File: src/rtl/wishbone_mem_arbiter_if.sv
// Bus bundle between the requesting masters and the shared single-port memory.
// The slave modport is the arbiter's view; the master modport drives requests and models the memory.
interface wishbone_mem_arbiter_if #(
    parameter int NUM_MASTERS = 2,
    parameter int ADDR_WIDTH  = 16,
    parameter int DATA_WIDTH  = 32
);
    logic [NUM_MASTERS-1:0]            m_req;
    logic [NUM_MASTERS-1:0]            m_we;
    logic [NUM_MASTERS*ADDR_WIDTH-1:0] m_addr;
    logic [NUM_MASTERS*DATA_WIDTH-1:0] m_wdata;
    logic [NUM_MASTERS-1:0]            m_ack;
    logic [DATA_WIDTH-1:0]             m_rdata;
    logic [ADDR_WIDTH-1:0]             mem_addr;
    logic [DATA_WIDTH-1:0]             mem_wdata;
    logic                              mem_we;
    logic [DATA_WIDTH-1:0]             mem_rdata;

    modport slave (
        input  m_req, m_we, m_addr, m_wdata, mem_rdata,
        output m_ack, m_rdata, mem_addr, mem_wdata, mem_we
    );

    modport master (
        output m_req, m_we, m_addr, m_wdata, mem_rdata,
        input  m_ack, m_rdata, mem_addr, mem_wdata, mem_we
    );
endinterface

File: src/rtl/wishbone_mem_arbiter.sv
// Round-robin arbiter sharing one registered-read, read-before-write memory among NUM_MASTERS.
// Each transaction walks IDLE -> ISSUE -> CAPTURE -> DONE, acking in DONE.
module wishbone_mem_arbiter #(
    parameter int NUM_MASTERS = 2,
    parameter int ADDR_WIDTH  = 16,
    parameter int DATA_WIDTH  = 32,
    parameter int IDX_WIDTH   = (NUM_MASTERS > 1) ? $clog2(NUM_MASTERS) : 1
) (
    input  logic                          clk,
    input  logic                          rst,
    wishbone_mem_arbiter_if.slave         bus,
    output logic                          busy,
    output logic [IDX_WIDTH-1:0]          grant_id
);
    typedef enum logic [1:0] {IDLE, ISSUE, CAPTURE, DONE} state_e;

    state_e                   state_q, state_d;
    logic [IDX_WIDTH-1:0]     rr_last_q, rr_last_d;
    logic [IDX_WIDTH-1:0]     grant_id_q, grant_id_d;
    logic [ADDR_WIDTH-1:0]    mem_addr_q, mem_addr_d;
    logic [DATA_WIDTH-1:0]    mem_wdata_q, mem_wdata_d;
    logic                     lat_we_q, lat_we_d;
    logic [NUM_MASTERS-1:0]   m_ack_q, m_ack_d;
    logic [DATA_WIDTH-1:0]    m_rdata_q, m_rdata_d;

    logic                     found;
    logic [IDX_WIDTH-1:0]     cand;
    logic [IDX_WIDTH-1:0]     winner;

    // Search starts just after the last winner so every requester is reached within N grants.
    always_comb begin
        // NOTE: every always_comb variable gets a default first so no path leaves it unassigned (no latch).
        found  = 1'b0;
        cand   = '0;
        winner = rr_last_q;
        for (int i = 1; i <= NUM_MASTERS; i++) begin
            cand = IDX_WIDTH'((32'(rr_last_q) + 32'(i)) % NUM_MASTERS);
            if (!found && bus.m_req[cand]) begin
                found  = 1'b1;
                winner = cand;
            end
        end
    end

    always_comb begin
        state_d     = state_q;
        rr_last_d   = rr_last_q;
        grant_id_d  = grant_id_q;
        mem_addr_d  = mem_addr_q;
        mem_wdata_d = mem_wdata_q;
        lat_we_d    = lat_we_q;
        m_ack_d     = '0;
        m_rdata_d   = m_rdata_q;
        unique case (state_q)
            IDLE: begin
                if (found) begin
                    for (int i = 0; i < NUM_MASTERS; i++) begin
                        if (IDX_WIDTH'(i) == winner) begin
                            mem_addr_d  = bus.m_addr[i*ADDR_WIDTH +: ADDR_WIDTH];
                            mem_wdata_d = bus.m_wdata[i*DATA_WIDTH +: DATA_WIDTH];
                            lat_we_d    = bus.m_we[i];
                        end
                    end
                    grant_id_d = winner;
                    rr_last_d  = winner;
                    state_d    = ISSUE;
                end
            end
            ISSUE: state_d = CAPTURE;
            CAPTURE: begin
                // Memory returns the pre-write contents here, so writes echo the old data.
                m_rdata_d           = bus.mem_rdata;
                m_ack_d[grant_id_q] = 1'b1;
                state_d             = DONE;
            end
            DONE: state_d = IDLE;
            default: state_d = IDLE;
        endcase
    end

    always_ff @(posedge clk) begin
        // NOTE: sequential state uses non-blocking assignments so every flop samples pre-edge values.
        if (rst) begin
            state_q     <= IDLE;
            rr_last_q   <= IDX_WIDTH'(NUM_MASTERS - 1);
            grant_id_q  <= '0;
            mem_addr_q  <= '0;
            mem_wdata_q <= '0;
            lat_we_q    <= 1'b0;
            m_ack_q     <= '0;
            m_rdata_q   <= '0;
        end else begin
            state_q     <= state_d;
            rr_last_q   <= rr_last_d;
            grant_id_q  <= grant_id_d;
            mem_addr_q  <= mem_addr_d;
            mem_wdata_q <= mem_wdata_d;
            lat_we_q    <= lat_we_d;
            m_ack_q     <= m_ack_d;
            m_rdata_q   <= m_rdata_d;
        end
    end

    // Write strobe gated by rst so an abort during ISSUE never reaches the memory.
    assign bus.mem_we    = (state_q == ISSUE) && lat_we_q && !rst;
    assign bus.mem_addr  = mem_addr_q;
    assign bus.mem_wdata = mem_wdata_q;
    assign bus.m_ack     = m_ack_q;
    assign bus.m_rdata   = m_rdata_q;
    assign busy          = (state_q != IDLE);
    assign grant_id      = grant_id_q;
endmodule
File: src/flat_wrapper.sv
// flat-port wrapper written by rule: the top's interface ports become plain ports
module wishbone_mem_arbiter_flat 
#(
    parameter int NUM_MASTERS = 2,
    parameter int ADDR_WIDTH  = 16,
    parameter int DATA_WIDTH  = 32,
    parameter int IDX_WIDTH   = (NUM_MASTERS > 1) ? $clog2(NUM_MASTERS) : 1
)
  (clk, rst, busy, grant_id, bus_m_req, bus_m_we, bus_m_addr, bus_m_wdata, bus_mem_rdata, bus_m_ack, bus_m_rdata, bus_mem_addr, bus_mem_wdata, bus_mem_we);
  wishbone_mem_arbiter_if #(.NUM_MASTERS(NUM_MASTERS), .ADDR_WIDTH(ADDR_WIDTH), .DATA_WIDTH(DATA_WIDTH)) bus_i ();
  input  logic clk;
  input  logic rst;
  output logic busy;
  output logic [IDX_WIDTH-1:0] grant_id;
  input wire logic [$bits(bus_i.m_req)-1:0] bus_m_req;
  input wire logic [$bits(bus_i.m_we)-1:0] bus_m_we;
  input wire logic [$bits(bus_i.m_addr)-1:0] bus_m_addr;
  input wire logic [$bits(bus_i.m_wdata)-1:0] bus_m_wdata;
  input wire logic [$bits(bus_i.mem_rdata)-1:0] bus_mem_rdata;
  output wire logic [$bits(bus_i.m_ack)-1:0] bus_m_ack;
  output wire logic [$bits(bus_i.m_rdata)-1:0] bus_m_rdata;
  output wire logic [$bits(bus_i.mem_addr)-1:0] bus_mem_addr;
  output wire logic [$bits(bus_i.mem_wdata)-1:0] bus_mem_wdata;
  output wire logic [$bits(bus_i.mem_we)-1:0] bus_mem_we;
  assign bus_i.m_req = bus_m_req;
  assign bus_i.m_we = bus_m_we;
  assign bus_i.m_addr = bus_m_addr;
  assign bus_i.m_wdata = bus_m_wdata;
  assign bus_i.mem_rdata = bus_mem_rdata;
  assign bus_m_ack = bus_i.m_ack;
  assign bus_m_rdata = bus_i.m_rdata;
  assign bus_mem_addr = bus_i.mem_addr;
  assign bus_mem_wdata = bus_i.mem_wdata;
  assign bus_mem_we = bus_i.mem_we;
  wishbone_mem_arbiter #(.NUM_MASTERS(NUM_MASTERS), .ADDR_WIDTH(ADDR_WIDTH), .DATA_WIDTH(DATA_WIDTH), .IDX_WIDTH(IDX_WIDTH)) u_core (.clk(clk), .rst(rst), .bus(bus_i), .busy(busy), .grant_id(grant_id));
endmodule
File: config.mk
export PLATFORM = sky130hd
export DESIGN_NAME = wishbone_mem_arbiter_flat
export DESIGN_NICKNAME = d
export VERILOG_FILES = /design/src/rtl/wishbone_mem_arbiter_if.sv /design/src/rtl/wishbone_mem_arbiter.sv /design/src/flat_wrapper.sv
export SDC_FILE = /design/constraint.sdc
export NUM_CORES = 1
export LEC_CHECK = 0
export CORE_MARGIN = 5
export CORE_UTILIZATION = 34
export DETAILED_ROUTE_END_ITERATION = 10
export GPL_ROUTABILITY_DRIVEN = 0
export GPL_TIMING_DRIVEN = 0
export PLACE_DENSITY = 0.76
export SETUP_SLACK_MARGIN = 0.05
export SLEW_MARGIN = 10
export SYNTH_ARGS = -nofsm -noshare
export SYNTH_HDL_FRONTEND = slang
export SYNTH_SLANG_ARGS = --single-unit
File: constraint.sdc
create_clock -name clk -period 1.4 [get_ports clk]
set_input_delay 0.21 -clock clk [delete_from_list [all_inputs] [get_ports clk]]
set_output_delay 0.21 -clock clk [all_outputs]
set_load 0.005 [all_outputs]
**Yosys cells after proc, flatten, opt, wreduce, memory -nomap -nowiden**

Index checks and enable logic that the tools add are counted.

- Add/subtract/negate cells: 2
- Magnitude comparators: 4
- Eq/ne operators: 4
- Muxes and demuxes: 15
- Bitwise logic cells: 1
- Reduce and logical (&&, ||, !) cells: 10

Operators with widths:

| operator | number |
|---|---|
| 32-bit 2-to-1 mux | 1 |
| 16-bit 2-to-1 mux | 1 |
| 1-bit 2-to-1 mux | 10 |
| 2-bit case mux with 4 select lines | 1 |
| 1-bit by 2-bit less-than comparator with 1-bit output, second input constant | 3 |
| 2-bit equality test, second input constant | 2 |
| 1-bit logical AND | 4 |
| 1-bit adder, second input constant | 2 |
| 2-bit by 1-bit equality test with 1-bit output, second input constant | 1 |
| 1-bit zero test | 2 |
| 2-bit zero test | 1 |
| 2-bit 2-to-1 mux | 1 |
| 2-bit by 1-bit != test with 1-bit output, second input constant | 1 |
| 2-bit AND reduction | 1 |
| 2-bit nonzero test | 1 |
| 2-bit OR reduction | 1 |
| 1-bit demux with 1-bit select | 1 |
| 1-bit >= comparator, second input constant | 1 |
| 1-bit NOT | 1 |

- Register bits after elaboration: 87
- Input port bits: 134
- Output and inout bits: 85
- Word-level logic and storage cells: 44

**Depth between registers and ports, before layout**

- Word-level depth: 9
- Gate-level depth with buffers: 7
- Gate-level depth less buffers: 5

**Least setup slack after synthesis**

OpenSTA, ideal clock, no wires.

- Path type: register -> register
- Start: register u_core.state_q[0]
- End: register u_core.mem_wdata_q[13] (netlist: u_core.bus.mem_wdata[13])
- Setup time: 0.091 ns
- Arrival time: 1.262 ns
- Required time: 1.309 ns
- Slack: 0.047 ns
- Stages on the path, launching flop included: 8
- Path buffers: 3
- Clock period less this slack: 1.353 ns
- Cell sequence: dfxtp_1 -> inv_1 -> ha_1 -> o21a_1 -> buf_6 -> buf_6 -> buf_6 -> a311oi_1

- Cells in the longest elaborated chain, start to end: 2

Ends and longest elaborated chain:

| what | line | RTL |
|---|---|---|
| start: declaration | wishbone_mem_arbiter.sv:17 | `state_e state_q, state_d;` |
| start signal: assignment | wishbone_mem_arbiter.sv:93 | `state_q <= state_d;` |
| 2-bit zero test | wishbone_mem_arbiter.sv:54 | `unique case (state_q)` |
| 2-bit AND reduction (no line) | - |  |
| end signal: assignment | wishbone_mem_arbiter.sv:97 | `mem_wdata_q <= mem_wdata_d;` |
| end: declaration | wishbone_mem_arbiter.sv:21 | `logic [DATA_WIDTH-1:0] mem_wdata_q, mem_wdata_d;` |

No other way between the ends.
A chain may end at the register's enable or synchronous reset.

**Final worst setup path**

- Start: input port bus_m_req[0]
- End: register u_core.mem_wdata_q[15] (netlist: u_core.bus.mem_wdata[15])

- Cells in the longest elaborated chain, start to end: 7
- Elaborated cells between the ends (all ways): 12
- Those cells by class: 9 x mux; 3 x reduce/logical

Ends and longest elaborated chain:

| what | line | RTL |
|---|---|---|
| start: declaration | flat_wrapper.sv:15 | `input wire logic [$bits(bus_i.m_req)-1:0] bus_m_req;` |
| 1-bit 2-to-1 mux (not written as such) (2 in a row) | wishbone_mem_arbiter.sv:38 | `if (!found && bus.m_req[cand]) begin` |
| 1-bit 2-to-1 mux | wishbone_mem_arbiter.sv:38 |  |
| 1-bit zero test | wishbone_mem_arbiter.sv:38 |  |
| 1-bit logical AND | wishbone_mem_arbiter.sv:38 |  |
| 1-bit 2-to-1 mux | wishbone_mem_arbiter.sv:38 |  |
| 32-bit 2-to-1 mux / 2-bit AND reduction (equally long branches) | - |  |

Parallel ways exist; a longest one is shown, timed or not. The select of a mux whose other input is x is not followed.

==> flow_metrics.env <==
export IMPL_hpwl_um=10400
export IMPL_grt_util_all_layers_pct=21.0
export IMPL_avgSynthCellArea_um2=8.98
export IMPL_fp_dieH_um=115
export IMPL_clkPwrFrac_pct=14.6
export IMPL_pwr_share_comb_pct=55.5
export IMPL_num_nets_final=806
export IMPL_grt_pass1_wl_um=22200
export IMPL_synthDistinctLibCells=25
export IMPL_via_count=4241
export IMPL_violations="negative setup slack"
export IMPL_drtPass1Iterations=4
export IMPL_cts_made_buffers=9
export IMPL_coreArea_um2=10800
export IMPL_setup_viol=46
export IMPL_viasPerCell=5.22
export IMPL_ir_worst_vdd_mv=0.956
export IMPL_antenna_found_initial=0
export IMPL_grt_max_degree=18
export IMPL_finalWorstSetupSlack_ns=-0.0508
export IMPL_clk_path_buf_depth=2
export IMPL_synthFlopType="dfxtp_1"
export IMPL_synth_cells=419
export IMPL_pwr_share_seq_pct=29.8
export IMPL_num_rows=38
export IMPL_rsz0062_at_grt="true"
export IMPL_worstPathRequired_ns=1.68
export IMPL_synth_edff_count=0
export IMPL_async_flop_share_pct=0
export IMPL_grt_pass1_vias=4294
export IMPL_initial_core_util_pct=34.7
export IMPL_p_sw_share_pct=36.2
export IMPL_io_pins=219
export IMPL_synth_seq_area_share_pct=46.3
export IMPL_critPathLaunchType="primary input"
export IMPL_drc=0
export IMPL_endpoint_kind="register"
export IMPL_drive_above_1_share_pct=25.6
export IMPL_die_area_um2=13300
export IMPL_max_freq_ghz=0.689
export IMPL_hp_class="primary input to register"
export IMPL_cts_tree="done"
export IMPL_clkTransAtPathRegs_ns=0.11
export IMPL_drt_wl_total_um=14700
export IMPL_die_w_um=115
export IMPL_slew_viol_final=0
export IMPL_ys_ff_latch=87
export IMPL_dr_first_iter_drc_count=184
export IMPL_min_period_ns=1.45
export IMPL_slew_headroom_pct=55.4
export IMPL_antenna_left=0
export IMPL_cts_root_buf="clkbuf_8"
export IMPL_crit_type="primary input to register"
export IMPL_avgRoutedWirePerCell_um=18.1
export IMPL_max_cap_viol_count=0
export IMPL_h_tree_depth=3
export IMPL_grt_ovfl_total=0
export IMPL_intPower_w=0.00819
export IMPL_synth_nets=557
export IMPL_clk_latency_ns=0.36
export IMPL_status="complete, but fails checks"
export IMPL_cts_hold_buf=0
export IMPL_power_density_nw_per_um2=1820
export IMPL_ys_warn_count=0
export IMPL_setup_tns_ns=-1.14
export IMPL_syn_area_um2=3760
export IMPL_finalClockSkew_ns=0.0168
export IMPL_area_growth_pct=87.8
export IMPL_leakage_nw=2.93
export IMPL_cp_arrival_ns=1.73
export IMPL_cp_max_fo=10
export IMPL_netSwitchingPower_w=0.00465
export IMPL_fin_crit_sh_pct=104
export IMPL_clkSinkCount=87
export IMPL_hold_viol=0
export IMPL_pre_cts_slack_ns=-0.500
export IMPL_diodes=0
export IMPL_io_buffers=217
export IMPL_worst_pin_slew_ns=0.669
## per-layer routing
metal  track usage, %  vias up  part of all wire [%]
met5                0        -                     0
met4             5.71        0                   2.0
met3             6.74       28                   9.2
met2             37.2      189                    51
met1             24.3     2009                    38
li1                 -     2015                     -
## cell usage in the layout (no fill, tap or decap), types with 4 or more instances in the layout
cell type / instances
o21ai_0: 46
buf_8: 8
dfxtp_2: 37
clkdlybuf4s50_1: 131
o21ai_1: 4
clkbuf_2: 4
buf_6: 12
clkbuf_1: 6
clkbuf_8: 11
nor2_4: 6
a311oi_2: 22
buf_12: 7
mux2i_1: 31
dfxtp_1: 50
buf_2: 9
buf_4: 8
clkbuf_16: 4
a311oi_1: 27
nand3_1: 49
nor2_2: 14
dlygate4sd2_1: 84
nor2_1: 63
buf_16: 5
## through the flow
stage / utilization [%] / instances / area, um^2 / hold slack, ns / power, W
detailed placement: 56.4 / 776 / 6110 / 0.482 / 0.00908
global placement: 56.4 / 776 / 6110 / 0.475 / 0.00893
global route: 65.2 / 813 / 7070 / 0.412 / 0.0136
floorplan: - / 419 / 3760 / 0.357 / 0.00641
CTS: 62.4 / 807 / 6760 / 0.398 / 0.0120
finish: 65.2 / 813 / 7070 / 0.416 / 0.0128
## final cells by class
type	instances	area [um^2]
repair buffers	238	2440
clock buffers	9	124
fillers	898	3770
clock inverters	7	85.1
inverters	3	16.3
multi-input cells	283	2000
plain buffers	46	438
well taps	140	175
flip-flops and latches	87	1790
## synth_stat cells, types with 2 or more instances
library cell	instances	share of area, %
dfxtp_1	87	46
nor2_1	82	8.2
nand3_1	50	6.7
a311oi_1	49	11
o21ai_0	46	6.1
mux2i_1	33	8.8
buf_2	12	1.6
buf_6	11	3.3
clkbuf_1	11	1.1
buf_4	6	1.2
ha_1	4	1.3
o21ai_1	4	0.53
buf_1	3	0.30
clkbuf_2	3	0.40
inv_1	3	0.30
nand2_1	3	0.30
a21oi_1	2	0.27
and3b_1	2	0.47
nor3b_1	2	0.40
## worst max-delay path: stages
cell	delay, ns
clkdlybuf4s50_1	0.59
and2_4	0.23
buf_6	0.14
buf_6	0.14
o21ai_0	0.11
a311oi_2	0.29
## registers in the layout, indices dropped and copies added, names as in the netlist
signal	flops
u_core.bus.mem_wdata	32
u_core.bus.mem_addr	16
u_core.rr_last_q	1
u_core.grant_id	1
u_core.state_q	2
u_core.bus.m_ack	2
u_core.lat_we_q	1
u_core.bus.m_rdata	32
## power by group through the flow
stage,registers (W),logic (W),clock network [W]
after global placement,0.00372,0.00521,0
after global routing,0.00393,0.00769,0.00202
after CTS,0.00375,0.00635,0.00194
final,0.00383,0.00713,0.00188
after floorplan,0.00378,0.00263,0
after detailed placement,0.00375,0.00533,0
## worst paths after layout
check        cells past startpoint  slack (ns)                           start                                     to
max                              6       -0.05                    bus_m_req[0]  u_core.bus.mem_wdata[15]$_SDFFE_PP0P_
min                              3        0.42                  bus_m_addr[23]    u_core.bus.mem_addr[7]$_SDFFE_PP0P_
max reg2reg                      7       -0.05  u_core.state_q[1]$_SDFFE_PP0P_     u_core.bus.m_rdata[1]$_SDFFE_PP0N_
min reg2reg                      1        0.48    u_core.grant_id$_SDFFE_PP0P_         u_core.bus.m_ack[0]$_SDFF_PP0_
## cells by family (layout without fill, tap and decap cells)
| kind of cell | after synthesis | count (layout) | share of synthesized area, % |
|---|---|---|---|
| AND/OR/NAND/NOR | 143 | 143 | 16.7 |
| buffers and inverters | 49 | 303 | 8.18 |
| adder cells (fa/ha/maj) | 4 | 4 | 1.33 |
| AO/OA/AOI/OAI | 103 | 103 | 18.7 |
| flip-flops | 87 | 87 | 46.3 |
| multiplexers | 33 | 33 | 8.78 |
## repair_timing
item / CTS / global route
resized for setup: 197 / 51
setup endpoints to repair: 168 / 85
setup buffers: 9 / 2
pin swaps: 29 / 22
gates cloned: 6 / 4
(Power assumes the default switching activity.)
